--- src/rtl/uart_receiver.sv ---
// 8N1 UART receive path: 2-flop line synchronizer, mid-bit oversampled decode,
// and a held-byte register with ready/read handshake plus framing and overrun flags.
module uart_receiver #(
    parameter int DATA_BITS  = 8,
    parameter int OVERSAMPLE = 16
) (
    input  logic                 clk,
    input  logic                 clrn,
    input  logic                 rxd,
    input  logic                 rdn,
    output logic [DATA_BITS-1:0] d_out,
    output logic                 r_ready,
    output logic                 frame_err,
    output logic                 overrun
);

    localparam int SW = $clog2(OVERSAMPLE);
    localparam int BW = $clog2(DATA_BITS + 1);
    localparam logic [SW-1:0] HALF_CNT = SW'(OVERSAMPLE / 2 - 1);
    localparam logic [SW-1:0] LAST_CNT = SW'(OVERSAMPLE - 1);
    localparam logic [BW-1:0] LAST_BIT = BW'(DATA_BITS - 1);

    typedef enum logic [1:0] {
        IDLE,
        START,
        DATA,
        STOP
    } state_t;

    state_t                 state_q, state_d;
    logic                   rxd_m_q, rxd_s_q;
    logic                   armed_q, armed_d;
    logic [SW-1:0]          scnt_q, scnt_d;
    logic [BW-1:0]          bcnt_q, bcnt_d;
    logic [DATA_BITS-1:0]   shreg_q, shreg_d;
    logic [DATA_BITS-1:0]   d_out_q, d_out_d;
    logic                   r_ready_q, r_ready_d;
    logic                   frame_err_q, frame_err_d;
    logic                   overrun_q, overrun_d;
    logic                   done;

    // Synchronizer resets low so the line must be seen high before arming.
    always_ff @(posedge clk or negedge clrn) begin
        if (!clrn) begin
            rxd_m_q <= 1'b0;
            rxd_s_q <= 1'b0;
        end else begin
            rxd_m_q <= rxd;
            rxd_s_q <= rxd_m_q;
        end
    end

    always_ff @(posedge clk or negedge clrn) begin
        if (!clrn) begin
            state_q     <= IDLE;
            armed_q     <= 1'b0;
            scnt_q      <= '0;
            bcnt_q      <= '0;
            shreg_q     <= '0;
            d_out_q     <= '0;
            r_ready_q   <= 1'b0;
            frame_err_q <= 1'b0;
            overrun_q   <= 1'b0;
        end else begin
            state_q     <= state_d;
            armed_q     <= armed_d;
            scnt_q      <= scnt_d;
            bcnt_q      <= bcnt_d;
            shreg_q     <= shreg_d;
            d_out_q     <= d_out_d;
            r_ready_q   <= r_ready_d;
            frame_err_q <= frame_err_d;
            overrun_q   <= overrun_d;
        end
    end

    always_comb begin
        state_d = state_q;
        armed_d = armed_q;
        scnt_d  = scnt_q;
        bcnt_d  = bcnt_q;
        shreg_d = shreg_q;
        done    = 1'b0;

        case (state_q)
            IDLE: begin
                if (rxd_s_q) begin
                    armed_d = 1'b1;
                end else if (armed_q) begin
                    state_d = START;
                    scnt_d  = '0;
                    armed_d = 1'b0;
                end
            end
            START: begin
                if (scnt_q == HALF_CNT) begin
                    if (!rxd_s_q) begin
                        state_d = DATA;
                        scnt_d  = '0;
                        bcnt_d  = '0;
                    end else begin
                        state_d = IDLE;
                    end
                end else begin
                    scnt_d = scnt_q + SW'(1);
                end
            end
            DATA: begin
                scnt_d = scnt_q + SW'(1);
                if (scnt_q == LAST_CNT) begin
                    shreg_d = shreg_q >> 1;
                    shreg_d[DATA_BITS-1] = rxd_s_q;
                    bcnt_d = bcnt_q + BW'(1);
                    if (bcnt_q == LAST_BIT) begin
                        state_d = STOP;
                        scnt_d  = '0;
                    end
                end
            end
            STOP: begin
                if (scnt_q == LAST_CNT) begin
                    done    = 1'b1;
                    state_d = IDLE;
                    scnt_d  = '0;
                end else begin
                    scnt_d = scnt_q + SW'(1);
                end
            end
            default: state_d = IDLE;
        endcase
    end

    // A completing frame takes priority over a read in the same cycle.
    always_comb begin
        d_out_d     = d_out_q;
        r_ready_d   = r_ready_q;
        frame_err_d = frame_err_q;
        overrun_d   = overrun_q;
        if (done) begin
            d_out_d     = shreg_q;
            frame_err_d = ~rxd_s_q;
            r_ready_d   = 1'b1;
            overrun_d   = r_ready_q & rdn;
        end else if (!rdn) begin
            r_ready_d   = 1'b0;
            frame_err_d = 1'b0;
            overrun_d   = 1'b0;
        end
    end

    assign d_out     = d_out_q;
    assign r_ready   = r_ready_q;
    assign frame_err = frame_err_q;
    assign overrun   = overrun_q;

endmodule

--- config.mk ---
export PLATFORM = sky130hd
export DESIGN_NAME = uart_receiver
export DESIGN_NICKNAME = d
export VERILOG_FILES = /design/src/rtl/uart_receiver.sv
export SDC_FILE = /design/constraint.sdc
export NUM_CORES = 1
export LEC_CHECK = 0
export BUFFER_PORTS_ARGS = -buffer_cell sky130_fd_sc_hd__buf_4
export CAP_MARGIN = 25
export CORE_AREA = 5 5 82 84
export CTS_CLUSTER_SIZE = 12
export DETAILED_ROUTE_END_ITERATION = 8
export DIE_AREA = 0 0 87 89
export GPL_ROUTABILITY_DRIVEN = 0
export PLACE_DENSITY = 0.39
export SETUP_SLACK_MARGIN = 0.1
export SYNTH_ARGS = -nofsm -noshare
export SYNTH_HDL_FRONTEND = slang
export SYNTH_SLANG_ARGS = --single-unit
--- constraint.sdc ---
create_clock -name clk -period 2.4 [get_ports clk]
set_input_delay 0.6 -clock clk [delete_from_list [all_inputs] [get_ports clk]]
set_output_delay 0.6 -clock clk [all_outputs]
set_load 0.05 [all_outputs]
# After elaboration in Yosys (flattened, before gate mapping)
# Index checks and enable logic that the tools add are counted.
# word_totals
romBits	0
latchBits	0
ramBits	0
elab_cells	62
memories	0
output_inout_bits	11
inputBits	4
register_bits	32
# op_classes
addsub	2
muxes	26
bitwise	2
mul	0
n_shift	0
order_cmp	0
reduce_logical	6
n_div	0
eq_ne	15
# op_table
op	count
4-bit 2-to-1 mux	9
4-bit case mux with 4 select lines	1
2-bit 2-to-1 mux	7
2-bit != test, second input constant	7
4-bit by 1-bit adder with 4-bit output, second input constant	2
4-bit by 3-bit equality test with 1-bit output, second input constant	2
2-bit case mux with 4 select lines	1
4-bit case mux with 2 select lines	1
1-bit 2-to-1 mux	7
6-bit AND reduction	1
2-bit equality test, second input constant	2
4-bit equality test, second input constant	1
4-bit AND reduction	1
3-bit != test, second input constant	1
3-bit AND reduction	1
2-bit by 1-bit equality test with 1-bit output, second input constant	1
2-bit zero test	1
2-bit by 1-bit != test with 1-bit output, second input constant	1
2-bit AND reduction	1
2-bit nonzero test	1
1-bit bitwise AND	1
1-bit inverter	1

# Longest topological paths before layout
# depth
word_depth	4
mapped_depth	6
mapped_depth_nobuf	5

# Worst setup path after synthesis
# No wires, ideal clock.
# synth_timing
path_type	reg-to-reg
from	register scnt_q[0]
to	register d_out_q[1], in the netlist d_out[1]
path_stages_with_launch	6
period_less_slack_ps	1546
path_buffers	1
slack_ps	854
t_arrival_ps	1421
required_time_ps	2275
setup_time_ps	125
cell_sequence	dfrtp_1 ha_1 and3_1 nand3_2 buf_6 mux2_4
# synth_via
elab_chain_cells	3
# synth_lines
item	line_no	text
from (decl)	33	logic [SW-1:0] scnt_q, scnt_d;
from (signal assigned)	67	scnt_q <= scnt_d;
4-bit equality test	121	if (scnt_q == LAST_CNT) begin
1-bit 2-to-1 mux	121	
1-bit 2-to-1 mux	85	case (state_q)
to (signal assigned)	70	d_out_q <= d_out_d;
to (decl)	36	logic [DATA_BITS-1:0] d_out_q, d_out_d;
# Every way passes these cells.
# A chain may end at the register's enable or synchronous reset.

# Final worst setup path
# layout_timing
from	register scnt_q[0]
to	register shreg_q[3]
# layout_via
elab_chain_cells	2
# layout_lines
item	line_no	text
4-bit equality test	110	if (scnt_q == LAST_CNT) begin
2-bit AND reduction (no source line)	n/a	
to (signal assigned)	69	shreg_q <= shreg_d;
to (decl)	35	logic [DATA_BITS-1:0] shreg_q, shreg_d;
# Every way passes these cells.

==> impl_metrics.toml <==
[global_route]
grt_max_degree = 33
grt_pass1_vias = 953
grtUsageTotal_pct = 7.58
overflow = 0
antenna_found_initial = 0
grt_pass1_wl_um = 4530

[drt]
wl_per_cell_um = 12.4
viasPerCell = 4.26
dr.pass1.iters = 4
wirelength_um = 2520
drt_iter0_drc = 19
via_count = 869
drc = 0
ant_nets = 0

[sta]
relSlewSlack_pct = 67.0
timing.hold.ws_ns = 0.252
final.min_clock_period_ns = 1.86
rsz0062_at_grt = "no"
setup_viol_count_final = 0
fin_setup_tns_ns = 0
timing.fmax_mhz = 538
fin_crit_sh_pct = 77.5
tightest_slew_ns = 0.495
final_hold_viol_count = 0
clock_skew_ns = 0.00406
final-max-slew-violation-count = 0

[floorplanning]
die_w_um = 87
die_h_um = 89
fp.dieArea_um2 = 7740
core_area_um2 = 5850
io_pins = 15
rows = 28
start_util_pct = 24.2

[clock_network]
cts_hold_buffers = 0
numCtsBuffers = 5
cts_tree = "built"
clk_root_buffer_cell = "clkbuf_8"
post_cts_resized = 0
clk_latency_ns = 0.28
clockBufferDepth = 2
cts.sink_count = 32
htree_levels = 2
clk_pin_slew_worst_paths_ns = 0.07
post_cts_buffers = 0

[synth]
syn_avg_cell_area_um2 = 12.5
yosysMostFrequentCell = "dfrtp_1"
synth_common_cells = "dfrtp_1, mux2_2, o21ai_0"
synth_top_cell_by_area = "dfrtp_1"
netlist-cell-type-count = 28
async_reset_ff_share_pct = 100
synth_area_leaders = "dfrtp_1, mux2_2, mux2_4"
ys_ff_latch = 32
syn_inst = 113
synth-main-ff-cell = "dfrtp_1"
synth_fp_nets = 119
synth_edf_count = 0
syn_area_um2 = 1410
yosysWarnings = 0
synth-seq-area-share_pct = 56.6
synth_top_area_share_pct = 56.6

[cells_and_area]
final_util_pct = 28.7
drive_gt1_share_pct = 33.3
n_antenna_cell = 0
syn2layout_area_growth_pct = 18.7
n_fill_cell = 589
nets = 134

[critical_path]
worstPathMaxFanout = 11
worstPathArrival_ns = 2.02
cp-end-kind = "flop"
crit_type = "flop to flop"
required_ns = 2.56
reg2reg_slack_ns = 0.54
start_kind = "flop"

[placed_design]
port_buffers = 14
dp_hpwl_um = 1740

[pwr]
finalPower_w = 0.00128
power_density_nw_per_um2 = 766
p_leak_nw = 0.822
vdd_drop_max_mv = 0.360

[worst_hold_path]
min_path_type = "primary input to asynchronous set/reset pin"

[flow_run]
drv_cap = 0

[status]
status = "finished clean"
[flip-flops by register name, indices dropped and copies added (netlist names), named ones only]
register,flops
frame_err,1
rxd_s_q,1
rxd_m_q,1
armed_q,1
bcnt_q,4
state_q,1
r_ready,1
d_out,8
scnt_q,4
overrun,1
shreg_q,8
[routing by layer]
| layer | share of wire, % | GRT usage (%) |
|---|---|---|
| met5 | 0 | 0 |
| met4 | 1.3 | 2.69 |
| met3 | 3.8 | 2.86 |
| met2 | 48 | 12.4 |
| met1 | 47 | 9.14 |
[report_power, final]
group | internal (W) | switching [W] | leakage [nW]
Sequential | 0.000574 | 0.0000547 | 0.437
Combinational | 0.0000631 | 0.0000866 | 0.330
Clock | 0.000308 | 0.000199 | 0.0552
[path summary, 6_finish.rpt]
check | startpoint | to | depth (start not counted)
max | scnt_q[0] | shreg_q[3] | 4
min | clrn | scnt_q[3] | 1
max reg2reg | scnt_q[0] | shreg_q[3] | 4
min reg2reg | rxd_m_q | rxd_s_q | 0
max in group asynchronous | clrn | d_out[1] | 1
min in group clk | rxd_m_q | rxd_s_q | 0
[metrics by stage]
step                      setup WS (ns)  cell area [um^2]  std cells
after global placement            0.585              1570        196
after CTS                         0.517              1680        204
after global routing              0.382              1680        204
after detailed placement          0.542              1570        196
after floorplan                   0.854              1410        113
final                             0.541              1680        204
[cell usage in the layout, fill, tap and decap left out, types with 2 or more instances in the layout]
master,count
mux2i_1,3
a31oi_1,2
clkbuf_8,5
mux2_4,6
a21oi_1,3
mux2_2,12
inv_1,3
buf_4,14
nor2_1,8
nor2b_1,2
dfrtp_1,32
o21ai_0,9
xnor2_1,2
nand3_1,8
nand2_1,4
ha_1,2
[cell type report]
| class | count | area [um^2] | share of cell area [%] |
|---|---|---|---|
| clock buffer | 6 | 72.6 | 4.33 |
| clock inverter | 2 | 35.0 | 2.09 |
| inverter | 3 | 11.3 | 0.671 |
| multi-input combinational | 72 | 559 | 33.3 |
| sequential | 32 | 801 | 47.7 |
| tap | 75 | 93.8 | 5.59 |
| timing repair buffer | 14 | 105 | 6.26 |
[cells by family after synthesis]
kind of cell / after synthesis / synth area share, %
buf+inv: 9 / 3.80
simple gates: 32 / 12.8
flops: 32 / 56.6
mux: 21 / 18.1
compound gates: 15 / 5.66
xor+xnor: 2 / 1.24
fa+ha+maj: 2 / 1.77
[worst max-delay path, cell delays in order, from the launching register on]
cell and delay (ns):
dfrtp_1 0.39, ha_1 0.30, nand4_2 0.21, nor2_2 0.45, mux2_2 0.39
Note: power is estimated with default switching activity, not from simulation.
